--- config.mk ---
export PLATFORM = sky130hd
export DESIGN_NAME = microwave_timer_flat
export DESIGN_NICKNAME = d
export VERILOG_FILES = /design/src/rtl/microwave_timer_if.sv /design/src/rtl/microwave_timer.sv /design/src/flat_wrapper.sv
export SDC_FILE = /design/constraint.sdc
export NUM_CORES = 1
export LEC_CHECK = 0
export CORE_ASPECT_RATIO = 1.25
export CORE_MARGIN = 3
export CORE_UTILIZATION = 50
export DETAILED_ROUTE_END_ITERATION = 12
export PLACE_DENSITY = 0.76
export SKIP_LAST_GASP = 1
export SLEW_MARGIN = 20
export SYNTH_ARGS = -nofsm -noshare
export SYNTH_HDL_FRONTEND = slang
export SYNTH_SLANG_ARGS = --single-unit
--- constraint.sdc ---
create_clock -name clock_in -period 2.3 [get_ports clock_in]
set_clock_uncertainty 0.1 [all_clocks]
set_input_delay 0.46 -clock clock_in [delete_from_list [all_inputs] [get_ports clock_in]]
set_output_delay 0.46 -clock clock_in [all_outputs]
set_load 0.02 [all_outputs]
--- src/rtl/microwave_timer_if.sv ---
// Front-panel and display signal bundle for the microwave countdown controller.
// The master side drives the tick, buttons and door; the slave side (the timer) drives time and status.
interface microwave_timer_if;
  logic       tick_in;
  logic       btn_add_min;
  logic       btn_add_10s;
  logic       btn_start;
  logic       btn_stop;
  logic       door_open;
  logic [3:0] minutes;
  logic [2:0] sec_tens;
  logic [3:0] sec_ones;
  logic [2:0] state;
  logic       magnetron;
  logic       beep;

  modport master (
    output tick_in, btn_add_min, btn_add_10s, btn_start, btn_stop, door_open,
    input  minutes, sec_tens, sec_ones, state, magnetron, beep
  );

  modport slave (
    input  tick_in, btn_add_min, btn_add_10s, btn_start, btn_stop, door_open,
    output minutes, sec_tens, sec_ones, state, magnetron, beep
  );
endinterface

--- src/rtl/microwave_timer.sv ---
// Microwave countdown controller: BCD M:SS cook time, five-state control FSM,
// seconds derived from the clock divider's slow tick, magnetron and beeper control.
module microwave_timer #(
  parameter int unsigned TICKS_PER_SEC = 196,
  parameter int unsigned BEEP_SECS     = 3
) (
  input logic              clock_in,
  input logic              reset,
  microwave_timer_if.slave bus
);

  localparam int unsigned PW = $clog2(TICKS_PER_SEC);
  localparam int unsigned BW = (BEEP_SECS > 1) ? $clog2(BEEP_SECS) : 1;
  localparam logic [PW-1:0] PRESC_MAX = PW'(TICKS_PER_SEC - 1);
  localparam logic [BW-1:0] BEEP_MAX  = BW'(BEEP_SECS - 1);

  typedef enum logic [2:0] {
    IDLE  = 3'd0,
    SET   = 3'd1,
    RUN   = 3'd2,
    PAUSE = 3'd3,
    DONE  = 3'd4
  } state_t;

  state_t      st;
  logic [3:0]  min_q;
  logic [2:0]  tens_q;
  logic [3:0]  ones_q;
  logic [PW-1:0] presc;
  logic [BW-1:0] beep_cnt;
  logic        tick_prev, amin_prev, a10_prev, start_prev, stop_prev;

  logic tick_rise, amin_rise, a10_rise, start_rise, stop_rise;
  logic counting, sec_strobe, time_zero, start_ok, any_rise, dec_zero;
  logic [3:0] min_plus;
  logic [3:0] a10_min, dec_min;
  logic [2:0] a10_tens, dec_tens;
  logic [3:0] a10_ones, dec_ones;

  assign tick_rise  = bus.tick_in     & ~tick_prev;
  assign amin_rise  = bus.btn_add_min & ~amin_prev;
  assign a10_rise   = bus.btn_add_10s & ~a10_prev;
  assign start_rise = bus.btn_start   & ~start_prev;
  assign stop_rise  = bus.btn_stop    & ~stop_prev;

  assign counting   = (st == RUN) || (st == DONE);
  assign sec_strobe = counting && tick_rise && (presc == PRESC_MAX);
  assign time_zero  = (min_q == 4'd0) && (tens_q == 3'd0) && (ones_q == 4'd0);
  assign start_ok   = start_rise & ~bus.door_open;
  assign any_rise   = amin_rise | a10_rise | start_rise | stop_rise;
  assign dec_zero   = (min_q == 4'd0) && (tens_q == 3'd0) && (ones_q == 4'd1);

  // Saturating BCD increments and borrow-propagating decrement of the cook time
  always_comb begin
    min_plus = (min_q == 4'd9) ? 4'd9 : min_q + 4'd1;

    a10_min  = min_q;
    a10_tens = tens_q + 3'd1;
    a10_ones = ones_q;
    if (tens_q == 3'd5) begin
      if (min_q == 4'd9) begin
        a10_tens = 3'd5;
        a10_ones = 4'd9;
      end else begin
        a10_min  = min_q + 4'd1;
        a10_tens = 3'd0;
      end
    end

    dec_min  = min_q;
    dec_tens = tens_q;
    dec_ones = ones_q - 4'd1;
    if (ones_q == 4'd0) begin
      dec_ones = 4'd9;
      if (tens_q != 3'd0) begin
        dec_tens = tens_q - 3'd1;
      end else begin
        dec_tens = 3'd5;
        dec_min  = min_q - 4'd1;
      end
    end
  end

  always_ff @(posedge clock_in) begin
    if (reset) begin
      st         <= IDLE;
      min_q      <= 4'd0;
      tens_q     <= 3'd0;
      ones_q     <= 4'd0;
      presc      <= '0;
      beep_cnt   <= '0;
      tick_prev  <= 1'b1;
      amin_prev  <= 1'b1;
      a10_prev   <= 1'b1;
      start_prev <= 1'b1;
      stop_prev  <= 1'b1;
    end else begin
      tick_prev  <= bus.tick_in;
      amin_prev  <= bus.btn_add_min;
      a10_prev   <= bus.btn_add_10s;
      start_prev <= bus.btn_start;
      stop_prev  <= bus.btn_stop;

      if (!counting) begin
        presc <= '0;
      end else if (tick_rise) begin
        presc <= (presc == PRESC_MAX) ? '0 : presc + PW'(1);
      end

      if (st != DONE) begin
        beep_cnt <= '0;
      end

      // Highest-priority applicable event wins; lower ones are dropped this cycle
      case (st)
        IDLE: begin
          if (start_ok) begin
            min_q  <= 4'd0;
            tens_q <= 3'd3;
            ones_q <= 4'd0;
            st     <= RUN;
          end else if (amin_rise) begin
            min_q <= min_plus;
            st    <= SET;
          end else if (a10_rise) begin
            min_q  <= a10_min;
            tens_q <= a10_tens;
            ones_q <= a10_ones;
            st     <= SET;
          end
        end
        SET, PAUSE: begin
          if (stop_rise) begin
            min_q  <= 4'd0;
            tens_q <= 3'd0;
            ones_q <= 4'd0;
            st     <= IDLE;
          end else if (start_ok && !time_zero) begin
            st <= RUN;
          end else if (amin_rise) begin
            min_q <= min_plus;
          end else if (a10_rise) begin
            min_q  <= a10_min;
            tens_q <= a10_tens;
            ones_q <= a10_ones;
          end
        end
        RUN: begin
          if (bus.door_open || stop_rise) begin
            st <= PAUSE;
          end else if (sec_strobe) begin
            min_q  <= dec_min;
            tens_q <= dec_tens;
            ones_q <= dec_ones;
            if (dec_zero) begin
              st <= DONE;
            end
          end
        end
        DONE: begin
          if (bus.door_open || any_rise) begin
            min_q  <= 4'd0;
            tens_q <= 3'd0;
            ones_q <= 4'd0;
            st     <= IDLE;
          end else if (sec_strobe) begin
            if (beep_cnt == BEEP_MAX) begin
              beep_cnt <= '0;
              min_q    <= 4'd0;
              tens_q   <= 3'd0;
              ones_q   <= 4'd0;
              st       <= IDLE;
            end else begin
              beep_cnt <= beep_cnt + BW'(1);
            end
          end
        end
        default: st <= IDLE;
      endcase
    end
  end

  assign bus.minutes   = min_q;
  assign bus.sec_tens  = tens_q;
  assign bus.sec_ones  = ones_q;
  assign bus.state     = st;
  // Door cuts heating in the same cycle, before the FSM reaches PAUSE
  assign bus.magnetron = (st == RUN) & ~bus.door_open;
  assign bus.beep      = (st == DONE);

endmodule

--- src/flat_wrapper.sv ---
// flat-port wrapper written by rule: the top's interface ports become plain ports
module microwave_timer_flat 
#(
  parameter int unsigned TICKS_PER_SEC = 196,
  parameter int unsigned BEEP_SECS     = 3
)
  (clock_in, reset, bus_tick_in, bus_btn_add_min, bus_btn_add_10s, bus_btn_start, bus_btn_stop, bus_door_open, bus_minutes, bus_sec_tens, bus_sec_ones, bus_state, bus_magnetron, bus_beep);
  microwave_timer_if bus_i ();
  input logic clock_in;
  input logic reset;
  input wire logic [$bits(bus_i.tick_in)-1:0] bus_tick_in;
  input wire logic [$bits(bus_i.btn_add_min)-1:0] bus_btn_add_min;
  input wire logic [$bits(bus_i.btn_add_10s)-1:0] bus_btn_add_10s;
  input wire logic [$bits(bus_i.btn_start)-1:0] bus_btn_start;
  input wire logic [$bits(bus_i.btn_stop)-1:0] bus_btn_stop;
  input wire logic [$bits(bus_i.door_open)-1:0] bus_door_open;
  output wire logic [$bits(bus_i.minutes)-1:0] bus_minutes;
  output wire logic [$bits(bus_i.sec_tens)-1:0] bus_sec_tens;
  output wire logic [$bits(bus_i.sec_ones)-1:0] bus_sec_ones;
  output wire logic [$bits(bus_i.state)-1:0] bus_state;
  output wire logic [$bits(bus_i.magnetron)-1:0] bus_magnetron;
  output wire logic [$bits(bus_i.beep)-1:0] bus_beep;
  assign bus_i.tick_in = bus_tick_in;
  assign bus_i.btn_add_min = bus_btn_add_min;
  assign bus_i.btn_add_10s = bus_btn_add_10s;
  assign bus_i.btn_start = bus_btn_start;
  assign bus_i.btn_stop = bus_btn_stop;
  assign bus_i.door_open = bus_door_open;
  assign bus_minutes = bus_i.minutes;
  assign bus_sec_tens = bus_i.sec_tens;
  assign bus_sec_ones = bus_i.sec_ones;
  assign bus_state = bus_i.state;
  assign bus_magnetron = bus_i.magnetron;
  assign bus_beep = bus_i.beep;
  microwave_timer #(.TICKS_PER_SEC(TICKS_PER_SEC), .BEEP_SECS(BEEP_SECS)) u_core (.clock_in(clock_in), .reset(reset), .bus(bus_i));
endmodule
After elaboration in Yosys (flattened, before gate mapping)

Cells that the tools add are included.

Register bits after elaboration: 29
Input bits: 8
Output and inout bits: 16
Logic and storage cells: 135

Add/subtract/negate cells: 7
Equal/unequal tests: 21
Muxes and demuxes: 57
Bitwise gates (word level): 17
Reductions and logical operators: 22

Operators with widths:

| cell                                                 | number |
|---|---|
| two-way mux 4 bit                                    | 25 |
| two-way mux 3 bit                                    | 22 |
| one-hot mux 4 bit (4 select lines)                   | 2 |
| one-hot mux 3 bit (4 select lines)                   | 2 |
| AND reduction 6 bit                                  | 2 |
| two-way mux 2 bit                                    | 5 |
| != test 3 x 1 -> 1 bit (second input constant)       | 3 |
| != test 3 x 2 -> 1 bit (second input constant)       | 3 |
| adder 8 x 1 -> 8 bit (second input constant)         | 1 |
| equality test 8 bit (second input constant)          | 1 |
| zero test 4 bit                                      | 2 |
| two-way mux 8 bit                                    | 1 |
| AND reduction 8 bit                                  | 1 |
| subtractor 4 x 1 -> 4 bit (second input constant)    | 2 |
| AND 1 bit                                            | 7 |
| NOT 1 bit                                            | 7 |
| AND reduction 7 bit                                  | 1 |
| equality test 3 x 2 -> 1 bit (second input constant) | 2 |
| equality test 3 bit (second input constant)          | 2 |
| logical AND 1 bit                                    | 6 |
| zero test 3 bit                                      | 2 |
| != test 2 bit (second input constant)                | 3 |
| adder 4 x 1 -> 4 bit (second input constant)         | 1 |
| equality test 4 x 1 -> 1 bit (second input constant) | 1 |
| 15 further kinds                                     | 20 |

Logic depth before layout (Yosys ltp)

Gate-level depths: netlist of the first run.

Word-level depth: 8
Depth in mapped cells: 9

Worst setup path before layout of the first run

No wires, ideal clock.

Kind: input to register
Start: in bus_btn_stop
End: reg u_core.min_q[0], in the netlist u_core.bus.minutes[0]
Library setup time: 86 ps
Arrival: 2048 ps
Setup slack: 67 ps
Stages: 7
Buffers on the path: 1
Cell sequence: or2b_2 or2b_2 o31a_1 a21o_1 buf_6 or3_4 a211oi_1

Cells in the longest elaborated chain, start to end: 5

Ends and longest elaborated chain:

| what                                                                                       | line                   | text |
|---|---|---|
| start: declaration                                                                         | flat_wrapper.sv:15     | `input wire logic [$bits(bus_i.btn_stop)-1:0] bus_btn_stop;` |
| AND 1 bit *                                                                                | microwave_timer.sv:44  | `assign stop_rise = bus.btn_stop & ~stop_prev;` |
| bitwise OR 1 bit                                                                           | microwave_timer.sv:50  | `assign any_rise = amin_rise \| a10_rise \| start_rise \| stop_rise;` |
| logical OR 1 bit                                                                           | microwave_timer.sv:161 | `if (bus.door_open \|\| any_rise) begin` |
| != test 3 x 1 -> 1 bit (no line) / two-way mux 4 bit (equally long branches)               | n/a                    |  |
| AND reduction 8 bit (no line) / one-hot mux 4 bit (4 select lines) (equally long branches) | n/a                    |  |
| end signal: assignment                                                                     | microwave_timer.sv:141 | `min_q <= min_plus;` |
| end signal: assignment                                                                     | microwave_timer.sv:143 | `min_q <= a10_min;` |
| end signal: assignment                                                                     | microwave_timer.sv:152 | `min_q <= dec_min;` |
| end: declaration                                                                           | microwave_timer.sv:26  | `logic [3:0] min_q;` |

Every way passes the cells marked *; elsewhere a longest branch is shown, timed or not.
A chain may end at the register's enable or synchronous reset.

Worst setup path after layout of the first run

Start: reg u_core.presc[4]
End: reg u_core.min_q[2], in the netlist u_core.bus.minutes[2]

Cells in the longest elaborated chain, start to end: 4

Ends and longest elaborated chain:

| what                                                                              | line                   | text |
|---|---|---|
| start: declaration                                                                | microwave_timer.sv:29  | `logic [PW-1:0] presc;` |
| start signal: assignment                                                          | microwave_timer.sv:107 | `presc <= (presc == PRESC_MAX) ? '0 : presc + PW'(1);` |
| equality test 8 bit *                                                             | microwave_timer.sv:47  | `assign sec_strobe = counting && tick_rise && (presc == PRESC_MAX);` |
| logical AND 1 bit *                                                               | microwave_timer.sv:47  |  |
| != test 3 x 1 -> 1 bit (no line) / != test 2 x 1 -> 1 bit (equally long branches) | n/a                    |  |
| AND reduction 8 bit (no line) *                                                   | n/a                    |  |
| end signal: assignment                                                            | microwave_timer.sv:123 | `min_q <= min_plus;` |
| end signal: assignment                                                            | microwave_timer.sv:126 | `min_q <= a10_min;` |
| end signal: assignment                                                            | microwave_timer.sv:141 |  |

Marks and branches as above.

==> results.cfg, run 1 <==
[yosys]
seq_area_frac_synth_pct = 28.98
ys_top_cells_by_area = dfxtp_1 29%, ha_1 5.0%, nor2_1 4.5%, a21oi_1 3.5%, nand2_1 3.4%
yosys.area.top_type_share_pct = 28.98
ys_warn_count = 0
ys_ff_latch = 29
syn_area_per_cell_sq_um = 8.210
synth.cell_area_sq_um = 2003
ys_types = 62
synthArstFlopShare_pct = 0
postSynthNetCount = 260
synth-main-ff-cell = dfxtp_1
yosys.area.top_type = dfxtp_1
synth_edf_count = 0
syn_inst = 244

[timing]
finalCriticalPeriod_ps = 2294
slew_viol_final = 0
tightest_slew_ps = 456.0
tns_ps = 0
setup_violations = 0
relSlewSlack_pct = 69.37
max_freq_ghz = 0.4360
fin_ws_ps = 6.385
fin_crit_sh_pct = 99.72
timing.final.hold_violations = 0
timing.hold.ws_ps = 297.9

[worst_setup_path]
cp.required_ps = 2390
crit_path_end_kind = register
start_kind = register
worstSetupPathType = register to register
reg2regPathDepth = 6
r2r_slack_ps = 6
reg2reg_from = u_core.presc[4]
path_max_fanout = 5
r2r-end = u_core.bus.minutes[2]
crit_arrival_ps = 2380

[final_layout]
syn2layout_area_growth_pct = 40.04
antennaDiodeCount = 0
nFillCells = 302
fin_nets = 323
multi_input_area_sq_um = 1458
regArea_sq_um = 581.8
drive_gt1_share_pct = 31.17
stdcell_area_sq_um = 2805

[global_route]
met1_usage_pct = 26.99
use_met3_pct = 5.124
grt_max_degree = 14
antenna_found_initial = 0
gr-usage-met2_pct = 42.69
grt_pass1_wl_um = 9439
grt_overflow = 0
groute.usage.overall_pct = 23.89
busiest_layer = met2
grt_pass1_vias = 2136

[outcome]
status = completed

[routing]
drt_first_pass_iters = 4
vias = 2140
drc = 0
drtIter0Drc = 97
finalWirelength_um = 5747
ant_nets = 0
vias_per_cell = 5.912
wl_per_cell_um = 15.88

[placement]
post-dp-hpwl_um = 4121
place_ws_ps = -435.7
placed_area_sq_um = 2516
portBuffers = 23
gp_congestion = 0.9288

[floorplan]
dieWidth_um = 62.62
die_area_sq_um = 4807
ios = 24
num_rows = 25
start_util_pct = 52.49
die_h_um = 76.77
core-area_sq_um = 3816

[power_and_ir_drop]
ir_drop_v = 0.0007924
p_per_area_nw_per_um2 = 1071
total_leakage_power_nw = 1.110

[clocking]
tritoncts = done
clk_latency_ps = 280
clock-root-buffer = clkbuf_8
cts.htree.levels = 2
cts_buffers = 5
clock_sinks = 29
cts_buffer_depth = 2
path_clk_slew_ps = 70

[min_path]
hold_path_depth = 2
hold_path.class = input pin to register
whs_endpoint = u_core.tick_prev
hold_start = bus_tick_in

[job]
cap_violations = 0
cells by family (layout without fill, tap and decap cells):
kind of cell | count (synthesis) | after routing | synth area share (%)
AO/OA/AOI/OAI | 65 | 65 | 22.86
XOR/XNOR | 8 | 8 | 3.497
adder cells (fa/ha/maj) | 8 | 8 | 4.997
buffers and inverters | 21 | 85 | 6.308
flip-flops | 29 | 29 | 28.98
multiplexers | 5 | 5 | 2.561
AND/OR/NAND/NOR | 108 | 108 | 30.79
placed cells by master, fill, tap and decap left out, types with 3 or more instances in the layout:
cell type,instances
nor3_1,6
a31oi_1,4
a211oi_2,4
ha_1,8
inv_1,7
a211oi_1,4
nor2b_1,5
xor2_1,4
or2_2,7
xnor2_1,4
dfxtp_1,28
o21ai_0,8
and3_1,4
nand2b_1,5
clkbuf_8,5
clkdlybuf4s50_1,18
nand4_1,3
mux2i_1,4
buf_4,46
a21oi_1,12
a21o_1,4
nor2_1,23
nand2_1,17
nand3b_1,3
nand3_1,6
worst max path at each step:
stage                          startpoint                     to  slack, ps
after floorplan              bus_btn_stop  u_core.bus.minutes[0]         70
after global placement       bus_btn_stop     u_core.beep_cnt[1]       -430
after detailed placement     bus_btn_stop     u_core.beep_cnt[1]       -440
after CTS                     bus_tick_in  u_core.bus.minutes[2]        -30
after global routing      u_core.presc[3]  u_core.bus.minutes[2]        -60
final                     u_core.presc[4]  u_core.bus.minutes[2]          6
cells in the mapped netlist (3+ instances only):
cell type and instances:
mux2i_1 4, inv_1 7, nand2b_1 5, and3_1 4, o21ai_0 8, nand3b_1 3
a31oi_1 5, a21oi_1 14, ha_1 8, nor2_1 24, xnor2_1 4, or2_2 7
a211oi_1 8, o311ai_0 4, nand2_1 18, dfxtp_1 29, or3b_2 3, nor4_1 3
nor2b_1 6, a21o_1 4, clkbuf_8 3, nand4_1 3, nand3_1 6, xor2_1 4
nor3_1 7, clkbuf_1 7
power breakdown:
group	switching [W]	leakage, nW	internal, W
registers	0.000117	0.237	0.000587
logic	0.00100	0.828	0.000889
clock network	0.000200	0.0450	0.000209
worst max-delay path: stages, from the launching register on:
cell and delay [ps]:
dfxtp_2 330, nor4b_4 360, nand4_4 170, o31a_1 310
a21o_1 230, or3_4 430, o31ai_1 270
through the flow:
stage          utilization [%]  total power [W]  instances
6_report                 73.51         0.003004        362
3_5_place_dp             65.93         0.002317        349
4_1_cts                  69.84         0.002839        358
2_1_floorplan                -         0.001761        244
3_3_place_gp             65.93         0.002304        349
5_1_grt                  73.51         0.003198        362
sequential cells by signal, indices dropped and copies added, names as in the netlist, 2 cells and up:
signal               flops
u_core.bus.sec_tens      3
u_core.presc             8
u_core.bus.minutes       4
u_core.beep_cnt          2
u_core.bus.state         3
u_core.bus.sec_ones      4
cell type report:
cell class              count  share of cell area (%)
repair buffers             70                   21.01
multi-input cells         194                   51.96
inverters                   7                  0.9367
clock buffers               6                   2.587
flip-flops and latches     29                   20.74
clock inverters             2                  0.3568
well taps                  54                   2.409
routing by layer:
layer,up-vias,share of wire [%],wire (um)
met5,-,0,0
met4,0,3.2,183
met3,19,4.5,260
met2,66,52,3015
met1,1033,40,2288
li1,1022,-,-
what timing repair did:
action,in CTS,in global routing
endpoints found under the setup margin,16,15
gates resized for setup,18,24
pin swaps,5,9
hold buffers,0,0
buffers inserted,1,4
Power figures use the tool's default switching activity.
==> inputs of run 2 (changes only) <==
SKIP_LAST_GASP = not set   (was 1)
==> results.cfg, run 2 (same netlist as run 1, synthesis figures left out) <==
[worst_setup_path]
cp.required_ps = 2400
path_max_fanout = 6
crit_path_end_kind = register
start_kind = input pin
worstSetupPathType = input pin to register
crit_arrival_ps = 2360

[final_layout]
largest_register = u_core.presc
drive_gt1_share_pct = 29.84
syn2layout_area_growth_pct = 37.41
nFillCells = 311
antennaDiodeCount = 0
final_common_cell = buf_4
fin_nets = 320
stdcell_area_sq_um = 2753
largest_reg_flops = 8
fin_util_pct = 72.13
layout_common_cells = 43 x buf_4, 28 x dfxtp_1, 23 x nor2_1

[global_route]
gr-usage-met2_pct = 42.90
use_met3_pct = 5.124
grt_overflow = 0
antenna_found_initial = 0
busiest_layer = met2
grt_max_degree = 14
groute.usage.overall_pct = 23.98
met1_usage_pct = 27.08
grt_pass1_wl_um = 9466
grt_pass1_vias = 2142

[routing]
drtIter0Drc = 95
ant_nets = 0
finalWirelength_um = 5623
vias = 2109
drc = 0
drt_first_pass_iters = 4
vias_per_cell = 5.875
wl_per_cell_um = 15.66

[floorplan]
num_rows = 25
ios = 24
die_h_um = 76.77
core-area_sq_um = 3816
dieWidth_um = 62.62
die_area_sq_um = 4807
start_util_pct = 52.49

[timing]
timing.final.hold_violations = 0
slew_viol_final = 0
tightest_slew_ps = 456.3
finalCriticalPeriod_ps = 2261
relSlewSlack_pct = 69.34
setup_violations = 0
fin_crit_sh_pct = 98.32
max_freq_ghz = 0.4422

[placement]
gp_congestion = 0.9288
post-dp-hpwl_um = 4121
portBuffers = 23
placed_area_sq_um = 2516

[power_and_ir_drop]
total_leakage_power_nw = 1.093
p_per_area_nw_per_um2 = 1065
total_power_w = 0.002931
ir_drop_v = 0.0007576

[clocking]
tritoncts = done
clock-root-buffer = clkbuf_8
clk_latency_ps = 280
clock_sinks = 29
path_clk_slew_ps = 70
cts_buffers = 5
cts_buffer_depth = 2
cts.htree.levels = 2

[job]
cap_violations = 0

[outcome]
status = completed

[min_path]
hold_path.class = input pin to register
run 2: cell count changes in the layout (fill, tap and decap cells not counted), sizes merged:
cell,change
dlygate4sd2,+1
clkdlybuf4s15,-1
buf,-3
run 2: worst max-delay path: stages:
cell and delay (ps):
dlygate4sd2_1 240, or2b_4 200, or2b_4 270, o31a_1 330, a21o_1 250, or3_4 430, o31ai_1 190
run 2: cell type report:
class                           instances  area [sq um]  area share [%]
Inverter                                7         26.28          0.9545
Clock inverter                          2         10.01          0.3636
Tap cell                               54         67.56           2.455
Clock buffer                            6         72.57           2.636
Multi-Input combinational cell        194          1429           51.91
Timing Repair Buffer                   67         565.5           20.55
Sequential cell                        29         581.8           21.14
run 2: where the power goes:
group | switching, W | total [W] | internal (W)
logic | 0.000963 | 0.00182 | 0.000855
clock network | 0.000201 | 0.000410 | 0.000209
registers | 0.000115 | 0.000703 | 0.000587
run 2: layer usage:
| metal | vias up | routed length (um) | share of wire, % |
|---|---|---|---|
| met1 | 1005 | 2297 | 41 |
| met2 | 66 | 2893 | 51 |
| met4 | 0 | 174 | 3.1 |
| met5 | - | 0 | 0 |
| met3 | 17 | 257 | 4.6 |
| li1 | 1021 | - | - |
run 2: path summary, 6_finish.rpt:
kind / from / to / slack (ps) / cells after the start
worst max-delay path: bus_btn_stop / u_core.bus.minutes[2] / 40 / 7
worst min-delay path: bus_tick_in / u_core.tick_prev / 300 / 2
worst max register to register: u_core.presc[4] / u_core.bus.minutes[2] / 70 / 6
worst min register to register: u_core.beep_cnt[1] / u_core.beep_cnt[1] / 410 / 2
run 2: metrics by stage:
step	hold WS, ps	setup TNS [ps]	cells	setup slack (ps)
finish	298.5	0	359	38.68
global route	317.6	-51.36	359	-49.39
CTS	400.9	0	358	3.683
detailed placement	378.1	-5143	349	-435.7
global placement	373.0	-4728	349	-427.3
floorplan	353.0	0	244	66.64
run 2: repair_timing:
| action | CTS | global route |
|---|---|---|
| pin swaps | 5 | 7 |
| hold buffers | 0 | 0 |
| setup buffers | 1 | 1 |
| resized for setup | 20 | 17 |
| setup endpoints to repair | 16 | 14 |
==> inputs of run 3 (changes only) <==
CTS_CLUSTER_SIZE = 30   (was not set)
==> results of run 3 <==
No change in the layout: final DEF, timing and power equal those of run 2.
